[src/rtl/clkgen_phase_if.sv]
// -----------------------------------------------------------------------------
// clkgen_phase_if
//
// Configuration write channel of clkgen_phase.
//
// Handshake: a write transfers on every rising clk edge where cfg_valid and
// cfg_ready are both high; cfg_sel/cfg_data must be stable while cfg_valid is
// high. cfg_valid may stay high across several cycles; each cycle with
// cfg_valid && cfg_ready is a separate write. cfg_err is a one-cycle pulse
// in the cycle after a handshake whose write was rejected.
//
// Signals:
//   cfg_valid  master -> slave  write request
//   cfg_ready  slave  -> master write can be accepted this cycle
//   cfg_sel    master -> slave  0 = divider, k = phase of channel k-1
//   cfg_data   master -> slave  divider (low CNT_W bits) or phase value
//   cfg_err    slave  -> master rejected-write pulse
// -----------------------------------------------------------------------------
interface clkgen_phase_if #(
    parameter int NUM_CH = 2,
    parameter int CNT_W  = 8
);
    localparam int SEL_W = $clog2(NUM_CH + 1);

    logic             cfg_valid;
    logic             cfg_ready;
    logic [SEL_W-1:0] cfg_sel;
    logic [CNT_W:0]   cfg_data;
    logic             cfg_err;

    modport master (
        output cfg_valid,
        output cfg_sel,
        output cfg_data,
        input  cfg_ready,
        input  cfg_err
    );

    modport slave (
        input  cfg_valid,
        input  cfg_sel,
        input  cfg_data,
        output cfg_ready,
        output cfg_err
    );
endinterface

[src/rtl/clkgen_phase.sv]
// -----------------------------------------------------------------------------
// clkgen_phase
//
// Fabric clock generator: NUM_CH registered clocks sharing one period
// P = 2*(div+1) input cycles, each shifted by its own phase (in input cycles).
// Reconfiguration is runt-free: an accepted write first lets every channel
// finish its current high pulse (DRAIN), then holds all outputs low for one
// full new period (MUTE) before the new settings run (RUN).
//
// Optional feature: define CLKGEN_GATE_EN to add the ch_en port and
// per-channel glitch-free gating. Without it every channel is always enabled.
//
// Ports:
//   clk        in   single clock domain
//   reset      in   synchronous, active-high
//   cfg        slave modport of clkgen_phase_if (valid/ready config writes)
//   ch_en      in   per-channel enable (CLKGEN_GATE_EN only)
//   clk_out    out  generated clocks, registered
//   locked     out  outputs stable for LOCK_PERIODS periods in RUN
//   fsm_state  out  current FSM state (0 MUTE, 1 RUN, 2 DRAIN), for debug
// -----------------------------------------------------------------------------
module clkgen_phase #(
    parameter int NUM_CH       = 2,
    parameter int CNT_W        = 8,
    parameter int RESET_DIV    = 0,
    parameter int LOCK_PERIODS = 4
) (
    input  logic              clk,
    input  logic              reset,
    clkgen_phase_if.slave     cfg,
`ifdef CLKGEN_GATE_EN
    input  logic [NUM_CH-1:0] ch_en,
`endif
    output logic [NUM_CH-1:0] clk_out,
    output logic              locked,
    output logic [1:0]        fsm_state
);
    localparam int SEL_W = $clog2(NUM_CH + 1);
    localparam int PW    = CNT_W + 1;     // epoch counter / phase width
    localparam int WW    = CNT_W + 3;     // headroom for ep + P
    localparam int LW    = (LOCK_PERIODS < 1) ? 1 : $clog2(LOCK_PERIODS + 1);

    localparam logic [1:0] ST_MUTE  = 2'd0;
    localparam logic [1:0] ST_RUN   = 2'd1;
    localparam logic [1:0] ST_DRAIN = 2'd2;

    localparam logic [CNT_W-1:0] DIV_RST  = CNT_W'(RESET_DIV);
    localparam logic [LW-1:0]    LOCK_TGT = LW'(LOCK_PERIODS);
    localparam logic [SEL_W-1:0] SEL_MAX  = SEL_W'(NUM_CH);

    // Registered state
    logic [1:0]        state;
    logic [CNT_W-1:0]  div_q;
    logic [PW-1:0]     phase_q [NUM_CH];
    logic [PW-1:0]     ep_q;
    logic [NUM_CH-1:0] mask_q;
    logic [SEL_W-1:0]  pend_sel;
    logic [PW-1:0]     pend_data;
    logic [LW-1:0]     lock_cnt;
    logic              err_q;
    logic [NUM_CH-1:0] gate_q;

    // Next-state / decode signals
    logic [1:0]        state_n;
    logic [PW-1:0]     ep_n;
    logic [NUM_CH-1:0] mask_n;
    logic [NUM_CH-1:0] ungated;
    logic [NUM_CH-1:0] raw_nxt;
    logic              apply;
    logic [WW-1:0]     h_cur;
    logic [WW-1:0]     p_cur;
    logic [WW-1:0]     h_new;
    logic [WW-1:0]     p_new;
    logic [WW-1:0]     ep_w;
    logic              ep_last;
    logic              hs;
    logic              wr_bad;
    logic              wr_ok;

    // -------------------------------------------------------------------------
    // Period arithmetic for the held divider and for a pending divider write
    // -------------------------------------------------------------------------
    always_comb begin
        h_cur   = WW'(div_q) + WW'(1);
        p_cur   = h_cur << 1;
        h_new   = WW'(pend_data[CNT_W-1:0]) + WW'(1);
        p_new   = h_new << 1;
        ep_w    = WW'(ep_q);
        ep_last = (ep_w == p_cur - WW'(1));
    end

    // -------------------------------------------------------------------------
    // Per-channel waveform: high while the channel-local epoch
    // d = (ep + P - phase) mod P is in the first half of the period.
    // Both operands are < P, so one conditional subtract is enough.
    // -------------------------------------------------------------------------
    always_comb begin
        logic [WW-1:0] d;
        d       = '0;
        ungated = '0;
        for (int i = 0; i < NUM_CH; i++) begin
            d = ep_w + p_cur - WW'(phase_q[i]);
            if (d >= p_cur) begin
                d = d - p_cur;
            end
            ungated[i] = (d < h_cur);
        end
    end

    // -------------------------------------------------------------------------
    // Config write decode. A phase is checked against the period of the
    // divider currently held, not a pending one.
    // -------------------------------------------------------------------------
    assign hs = cfg.cfg_valid & cfg.cfg_ready;

    always_comb begin
        wr_bad = 1'b0;
        if (cfg.cfg_sel > SEL_MAX) begin
            wr_bad = 1'b1;
        end else if ((cfg.cfg_sel != '0) && (WW'(cfg.cfg_data) >= p_cur)) begin
            wr_bad = 1'b1;
        end
    end

    assign wr_ok = hs & ~wr_bad;

    // -------------------------------------------------------------------------
    // FSM: MUTE -> RUN -> DRAIN -> MUTE
    // ep doubles as the MUTE length counter, so MUTE lasts exactly P cycles
    // of the newly applied divider.
    // -------------------------------------------------------------------------
    always_comb begin
        state_n = state;
        ep_n    = ep_last ? '0 : ep_q + PW'(1);
        mask_n  = mask_q;
        raw_nxt = '0;
        apply   = 1'b0;
        case (state)
            ST_MUTE: begin
                if (ep_last) begin
                    state_n = ST_RUN;
                end
            end
            ST_RUN: begin
                raw_nxt = ungated;
                if (wr_ok) begin
                    state_n = ST_DRAIN;
                    mask_n  = '0;
                end
            end
            ST_DRAIN: begin
                // A channel is masked from the first cycle its output is low,
                // so a pulse in flight always completes at full width.
                mask_n  = mask_q | ~clk_out;
                raw_nxt = ungated & ~mask_n;
                if (&mask_n) begin
                    state_n = ST_MUTE;
                    apply   = 1'b1;
                    ep_n    = '0;
                end
            end
            default: begin
                state_n = ST_MUTE;
                ep_n    = '0;
            end
        endcase
    end

    // -------------------------------------------------------------------------
    // Optional per-channel gating. The enable is only sampled while the
    // ungated value is low, so a pulse is either emitted whole or not at all.
    // -------------------------------------------------------------------------
`ifdef CLKGEN_GATE_EN
    always_ff @(posedge clk) begin
        if (reset) begin
            gate_q <= '0;
        end else begin
            for (int i = 0; i < NUM_CH; i++) begin
                if (!raw_nxt[i]) begin
                    gate_q[i] <= ch_en[i];
                end
            end
        end
    end
`else
    assign gate_q = '1;
`endif

    // -------------------------------------------------------------------------
    // Main register block
    // -------------------------------------------------------------------------
    always_ff @(posedge clk) begin
        if (reset) begin
            state     <= ST_MUTE;
            div_q     <= DIV_RST;
            ep_q      <= '0;
            mask_q    <= '0;
            pend_sel  <= '0;
            pend_data <= '0;
            lock_cnt  <= '0;
            err_q     <= 1'b0;
            clk_out   <= '0;
            for (int i = 0; i < NUM_CH; i++) begin
                phase_q[i] <= '0;
            end
        end else begin
            state   <= state_n;
            ep_q    <= ep_n;
            mask_q  <= mask_n;
            clk_out <= raw_nxt & gate_q;
            err_q   <= hs & wr_bad;

            if (wr_ok) begin
                pend_sel  <= cfg.cfg_sel;
                pend_data <= cfg.cfg_data;
            end

            // Lock counts epoch wraps while RUN continues undisturbed.
            if ((state == ST_RUN) && !wr_ok) begin
                if (ep_last && (lock_cnt != LOCK_TGT)) begin
                    lock_cnt <= lock_cnt + LW'(1);
                end
            end else begin
                lock_cnt <= '0;
            end

            // Pending write is applied atomically on DRAIN -> MUTE. A new
            // divider clears every phase that no longer fits its period.
            if (apply) begin
                if (pend_sel == '0) begin
                    div_q <= pend_data[CNT_W-1:0];
                    for (int i = 0; i < NUM_CH; i++) begin
                        if (WW'(phase_q[i]) >= p_new) begin
                            phase_q[i] <= '0;
                        end
                    end
                end else begin
                    for (int i = 0; i < NUM_CH; i++) begin
                        if (pend_sel == SEL_W'(i + 1)) begin
                            phase_q[i] <= pend_data;
                        end
                    end
                end
            end
        end
    end

    // -------------------------------------------------------------------------
    // Outputs
    // -------------------------------------------------------------------------
    assign cfg.cfg_ready = (state == ST_RUN);
    assign cfg.cfg_err   = err_q;
    assign locked        = (state == ST_RUN) && (lock_cnt == LOCK_TGT);
    assign fsm_state     = state;

endmodule
[src/flat_wrapper.sv]
// flat-port wrapper written by rule: the top's interface ports become plain ports
module clkgen_phase_flat 
#(
    parameter int NUM_CH       = 2,
    parameter int CNT_W        = 8,
    parameter int RESET_DIV    = 0,
    parameter int LOCK_PERIODS = 4
)
  (clk, reset, clk_out, locked, fsm_state, cfg_cfg_valid, cfg_cfg_sel, cfg_cfg_data, cfg_cfg_ready, cfg_cfg_err);
  clkgen_phase_if #(.NUM_CH(NUM_CH), .CNT_W(CNT_W)) cfg_i ();
  input  logic clk;
  input  logic reset;
  output logic [NUM_CH-1:0] clk_out;
  output logic locked;
  output logic [1:0] fsm_state;
  input wire logic [$bits(cfg_i.cfg_valid)-1:0] cfg_cfg_valid;
  input wire logic [$bits(cfg_i.cfg_sel)-1:0] cfg_cfg_sel;
  input wire logic [$bits(cfg_i.cfg_data)-1:0] cfg_cfg_data;
  output wire logic [$bits(cfg_i.cfg_ready)-1:0] cfg_cfg_ready;
  output wire logic [$bits(cfg_i.cfg_err)-1:0] cfg_cfg_err;
  assign cfg_i.cfg_valid = cfg_cfg_valid;
  assign cfg_i.cfg_sel = cfg_cfg_sel;
  assign cfg_i.cfg_data = cfg_cfg_data;
  assign cfg_cfg_ready = cfg_i.cfg_ready;
  assign cfg_cfg_err = cfg_i.cfg_err;
  clkgen_phase #(.NUM_CH(NUM_CH), .CNT_W(CNT_W), .RESET_DIV(RESET_DIV), .LOCK_PERIODS(LOCK_PERIODS)) u_core (.clk(clk), .reset(reset), .cfg(cfg_i), .clk_out(clk_out), .locked(locked), .fsm_state(fsm_state));
endmodule
[config.mk]
export PLATFORM = sky130hd
export DESIGN_NAME = clkgen_phase_flat
export DESIGN_NICKNAME = d
export VERILOG_FILES = /design/src/rtl/clkgen_phase_if.sv /design/src/rtl/clkgen_phase.sv /design/src/flat_wrapper.sv
export SDC_FILE = /design/constraint.sdc
export NUM_CORES = 1
export LEC_CHECK = 0
export ABC_AREA = 1
export BUFFER_PORTS_ARGS = -buffer_cell sky130_fd_sc_hd__buf_2
export CORE_MARGIN = 10
export CORE_UTILIZATION = 24
export CTS_BUF_LIST = sky130_fd_sc_hd__clkbuf_8 sky130_fd_sc_hd__clkbuf_16
export DETAILED_ROUTE_END_ITERATION = 6
export SLEW_MARGIN = 20
export SYNTH_ARGS = -nofsm -noshare
export SYNTH_HDL_FRONTEND = slang
export SYNTH_SLANG_ARGS = --single-unit
[constraint.sdc]
create_clock -name clk -period 6.9 [get_ports clk]
set_clock_uncertainty 0.1 [all_clocks]
set_input_delay 1.38 -clock clk [delete_from_list [all_inputs] [get_ports clk]]
set_output_delay 1.38 -clock clk [all_outputs]
set_load 0.03 [all_outputs]
# After elaboration in Yosys (flattened, before gate mapping)
# Memory sizes are Yosys's and may differ from the RTL's.
# Index checks and enable logic that the tools add are counted.
dict set report totals {
  elab_cells 108
  output_inout_bits 7
  mem_bits_rw 18
  memories 1
  in_bits 14
  register_bits 38
}
dict set report op_classes {
  n_eq_ne 10
  bitwise_logic 13
  n_addsub 10
  n_lt_le_gt_ge 8
  reduce_logical 15
  n_mux 42
}
# memory words word_bits read_ports rd_ports_with_merged_regs wr line
set memory_table {}
lappend memory_table {u_core.phase_q 2 9 2 0 2 clkgen_phase.sv:54} ;# logic [PW-1:0] phase_q [NUM_CH];
# operator count
set op_table {}
lappend op_table {{9-bit 2-to-1 mux} 6}
lappend op_table {{9-bit by 11-bit >= comparator with 1-bit output} 3}
lappend op_table {{1-bit 2-to-1 mux} 26}
lappend op_table {{11-bit >= comparator} 2}
lappend op_table {{11-bit less-than comparator} 2}
lappend op_table {{11-bit 2-to-1 mux} 2}
lappend op_table {{11-bit subtractor} 2}
lappend op_table {{11-bit by 9-bit subtractor with 11-bit output} 2}
lappend op_table {{8-bit by 1-bit adder with 9-bit output (second input constant)} 2}
lappend op_table {{9-bit one-hot mux with 2 select lines} 1}
lappend op_table {{9-bit by 11-bit adder with 11-bit output} 1}
lappend op_table {{9-bit by 11-bit == test with 1-bit output} 1}
lappend op_table {{11-bit by 1-bit subtractor with 11-bit output (second input constant)} 1}
lappend op_table {{9-bit by 1-bit adder with 9-bit output (second input constant)} 1}
lappend op_table {{2-bit 2-to-1 mux} 4}
lappend op_table {{2-bit one-hot mux with 2 select lines} 2}
lappend op_table {{2-bit one-hot mux with 3 select lines} 1}
lappend op_table {{2-bit AND reduction} 3}
lappend op_table {{2-bit by 1-bit == test with 1-bit output (second input constant)} 2}
lappend op_table {{2-bit == test (second input constant)} 2}
lappend op_table {{1-bit logical AND} 4}
lappend op_table {{2-bit logical NOT} 2}
lappend op_table {{2-bit by 1-bit != test with 1-bit output (second input constant)} 2}
lappend op_table {{2-bit inverter} 2}
lappend op_table {{14 further kinds} 22}

# Longest topological paths before layout
dict set report logic_depth {
  word_depth 11
  depth_mapped 40
  ltp_nobuf 39
}

# Worst setup path before layout
# No wires, ideal clock.
dict set report synth_path {
  path_kind {flip-flop to flip-flop}
  from {reg u_core.div_q[0]}
  to {reg u_core.clk_out[0]}
  path_buffers 1
  synth_period_minus_slack_ps 5334
  arrival_ps 5170
  path_slack_ps 1566
  stages_incl_launch_ff 33
  required_time_ps 6736
  setup_ps 64
  cell_sequence {dfxtp_1 > ha_1 > inv_1 > fa_1 > nand3b_1 > nand2_1 > xor2_1 > ha_1 > nand2_1 > inv_1 > a21oi_1 > o31ai_1 > a31oi_1 > xor2_1 > inv_1 > ha_1 > inv_1 > o311ai_0 > a21oi_1 > nand3_2 > buf_6 > nand2_1 > o21ai_1 > ha_1 > a21oi_1 > nand2_1 > a21oi_1 > nor2_1 > nor2_1 > o21ai_0 > a31oi_1 > nand3_1 > nor2_1}
}
dict set report synth_between {
  elab_chain_len 8
  word_cells_on_any_way 9
  cone_classes {4 x add/sub; 2 x order compare; 2 x mux; 1 x bitwise}
}
# item line
set synth_rtl {}
lappend synth_rtl {{start: declaration} clkgen_phase.sv:53} ;# logic [CNT_W-1:0] div_q;
lappend synth_rtl {{start signal: assignment} clkgen_phase.sv:231} ;# div_q <= pend_data[CNT_W-1:0];
lappend synth_rtl {{8-bit by 1-bit adder with 9-bit output *} clkgen_phase.sv:84} ;# h_cur = WW'(div_q) + WW'(1);
lappend synth_rtl {{9-bit by 11-bit adder with 11-bit output} clkgen_phase.sv:102} ;# d = ep_w + p_cur - WW'(phase_q[i]);
lappend synth_rtl {{11-bit by 9-bit subtractor with 11-bit output} clkgen_phase.sv:102}
lappend synth_rtl {{11-bit subtractor / 11-bit >= comparator (equally long branches)} {clkgen_phase.sv:104, clkgen_phase.sv:103}}
lappend synth_rtl {{11-bit 2-to-1 mux} clkgen_phase.sv:103} ;# if (d >= p_cur) begin
lappend synth_rtl {{11-bit less-than comparator *} clkgen_phase.sv:106} ;# ungated[i] = (d < h_cur);
lappend synth_rtl {{2-bit AND} clkgen_phase.sv:155} ;# raw_nxt = ungated & ~mask_n;
lappend synth_rtl {{2-bit one-hot mux with 2 select lines *} clkgen_phase.sv:138} ;# case (state)
lappend synth_rtl {{end signal: assignment} clkgen_phase.sv:210} ;# clk_out <= raw_nxt & gate_q;
lappend synth_rtl {{end: declaration} clkgen_phase.sv:34} ;# output logic [NUM_CH-1:0] clk_out,
# Mark *: on every way between the ends. The rest lies on a longest branch, timed or not.
# A chain may end at the register's enable or synchronous reset.

# Worst setup path after layout
# Ends and elaborated chain as after synthesis.

==> impl_metrics.yaml <==
logic_synthesis:
  synth.area.top_cells: "ha_1, dfxtp_1, nand2_1"
  yosysUniqueCellTypes: 47
  synth_edf_count: 18
  yosysWarnings: 0
  async_flop_share_pct: 0
  synth-seq-cells: 56
  synth.top_cell.area_share_pct: 19.08
  yosysTopAreaCell: "ha_1"
  syn_area_per_cell_sq_um: 7.081
  syn_area_sq_um: 6097
  syn_nets: 973
  seq_area_frac_synth_pct: 21.34
  synth_flop_cell: "dfxtp_1"
  postSynthCellCount: 861
timing:
  slew_viol_final: 0
  finalCritPeriodShare_pct: 95.17
  fmaxAchievable_mhz: 152.3
  tns_ns: 0
  worst_slew_pin_slew_ns: 0.8403
  period_needed_ns: 6.567
  fin_ws_ns: 0.3331
  grt_setup_unrepaired: "no"
  hold_viol_final: 0
  relSlewSlack_pct: 43.82
  setup_violations: 0
routing:
  finalWirelength_microns: 15930
  firstDrtPassIters: 6
  routedWlPerCell_microns: 13.13
  route.vias.total: 5594
  post-route-drc-count: 0
  dr_wl_met2_microns: 7165
  met3_length_microns: 751
  drt_iter0_drc: 395
  dr.max_layer_used: "met4"
  viasPerCell: 4.612
  met1_length_microns: 7699
  antenna_left: 0
setup_path:
  crit_fanout: 17
  r2r_cells: 31
  max_stage_delay_ns: 0.63
  crit_required_ns: 7.05
  critPathLaunchType: "flop"
  cp-endpoint: "u_core.clk_out[0]"
  r2r_start: "u_core.div_q[0]"
  path_common_cell: "ha_1"
  rrSetupSlack_ns: 0.33
  crit_path_start: "u_core.div_q[0]"
  criticalPathCategory: "reg -> reg"
  cp_data_arrival_time_ns: 6.71
  cp_slowest_cell: "o311ai_0"
  end_kind: "flop"
  worstReg2RegEnd: "u_core.clk_out[0]"
cells_and_area:
  fin_nets: 994
  finish.utilization_pct: 26.89
  n_antenna_cell: 0
  area_growth_pct: 10.73
  drive_above_1_share_pct: 8.607
global_routing:
  grt_max_degree: 26
  antenna_found_initial: 0
  grt_usage_pct: 10.08
  gr-total-overflow: 0
  grt_first_pass_wirelength_microns: 26520
  grt_pass1_vias: 5429
floorplanning:
  io-pin-count: 21
  start_util_pct: 24.28
  dieArea_sq_um: 32180
  placementRows: 58
  core_area_sq_um: 25110
  die_h_microns: 179.4
  die_w_microns: 179.4
cts:
  root_buffer: "clkbuf_16"
  post_cts_buffers: 0
  h-tree-depth: 2
  cts.repair.resized: 0
  insertion_delay_ns: 0.30
  cts.sinks: 56
  cts.clk_slew.worst_paths_ns: 0.08
  tritoncts: "done"
  clockBufferDepth: 2
  cts-buffers-inserted: 5
  postCtsHoldBufs: 0
placement:
  io_buffers: 20
  dp_slack_ns: 0.5128
  hpwl_microns: 13330
  place_congestion: 0.9347
worst_hold_path:
  hp-class: "reg -> reg"
flow_run:
  drv_cap: 0
run_status:
  status: "finished clean"
synthesized netlist by cell type, types with 6 or more instances:
| library cell | number |
|---|---|
| nand3b_1 | 6 |
| nand4_1 | 15 |
| nor3_1 | 13 |
| dfxtp_1 | 38 |
| inv_2 | 7 |
| xnor2_1 | 15 |
| a21oi_1 | 80 |
| inv_1 | 134 |
| nand2_1 | 155 |
| a31oi_1 | 6 |
| nand3_1 | 49 |
| edfxtp_1 | 18 |
| o21ai_1 | 15 |
| nand2_2 | 12 |
| ha_1 | 93 |
| xor2_1 | 33 |
| o21ai_0 | 28 |
| nor2_1 | 78 |
cells in the final DEF (no fill, tap or decap), types with 15 or more instances in the layout:
master      n
xnor2_1    15
o21ai_1    15
o21ai_0    28
edfxtp_1   18
dfxtp_1    38
xor2_1     33
a21oi_1    80
ha_1       93
nor2_1     78
inv_1     134
nand4_1    15
nand2_1   155
buf_2      20
nand3_1    49
how the worst min path moves through the flow:
stage / from / end / depth (start not counted)
2_1_floorplan: u_core.pend_data[8] / u_core.pend_data[8] / 2
3_3_place_gp: u_core.mask_q[1] / u_core.mask_q[1] / 2
3_5_place_dp: u_core.mask_q[0] / u_core.mask_q[0] / 2
4_1_cts: u_core.mask_q[0] / u_core.mask_q[0] / 2
5_1_grt: u_core.mask_q[0] / u_core.mask_q[0] / 2
6_report: u_core.mask_q[0] / u_core.mask_q[0] / 2
per-stage QoR:
step	cells	hold slack, ns	instance area (sq um)
6_report	1213	0.3618	6751
2_1_floorplan	861	0.3308	6097
4_1_cts	1213	0.3656	6751
3_3_place_gp	1205	0.3498	6580
3_5_place_dp	1205	0.3543	6580
5_1_grt	1213	0.3936	6751
flip-flops by register name, summed over array words and instances (netlist names):
name                flops
u_core.cfg.cfg_err      1
u_core.clk_out          2
u_core.div_q            8
u_core.ep_q             9
u_core.fsm_state        2
u_core.lock_cnt         3
u_core.mask_q           2
u_core.pend_data        9
u_core.pend_sel         2
u_core.phase_q         18
layer usage:
layer | track usage, % | up-vias
li1 | - | 2899
met5 | 0 | -
met3 | 1.362 | 20
met4 | 2.836 | 0
met2 | 16.44 | 113
met1 | 13.61 | 2562
worst max-delay path, delay by kind of cell (launching register included):
family,cells,cell delay [ns]
AOI/OAI and AO/OA,9,2.25
xor gates and xnor gates,2,0.48
adders and majority gates,5,1.58
buffers and inverters,4,0.34
DFF,1,0.44
and+or+nand+nor,11,1.30
cells by family (layout without fill, tap and decap cells):
kind of cell               after synthesis  after routing  synth area share [%]
and+or+nand+nor                        352            352                 26.90
AOI/OAI and AO/OA                      155            155                 14.43
DFF                                     56             56                 21.34
buffers and inverters                  152            174                 9.707
adders and majority gates               98             98                 20.73
xor gates and xnor gates                48             48                 6.895
cell type report:
type                       instances  area, sq um
timing repair buffer              23        122.6
inverter                         143        539.3
fill                            2800        18360
clock buffer                       5        125.1
sequential                        56         1301
tap                              330        412.9
multi-input combinational        653         4204
clock inverter                     3        46.29
Power is not shown: default switching activity piles up to over one toggle a cycle in this logic, so the estimate is an artifact.
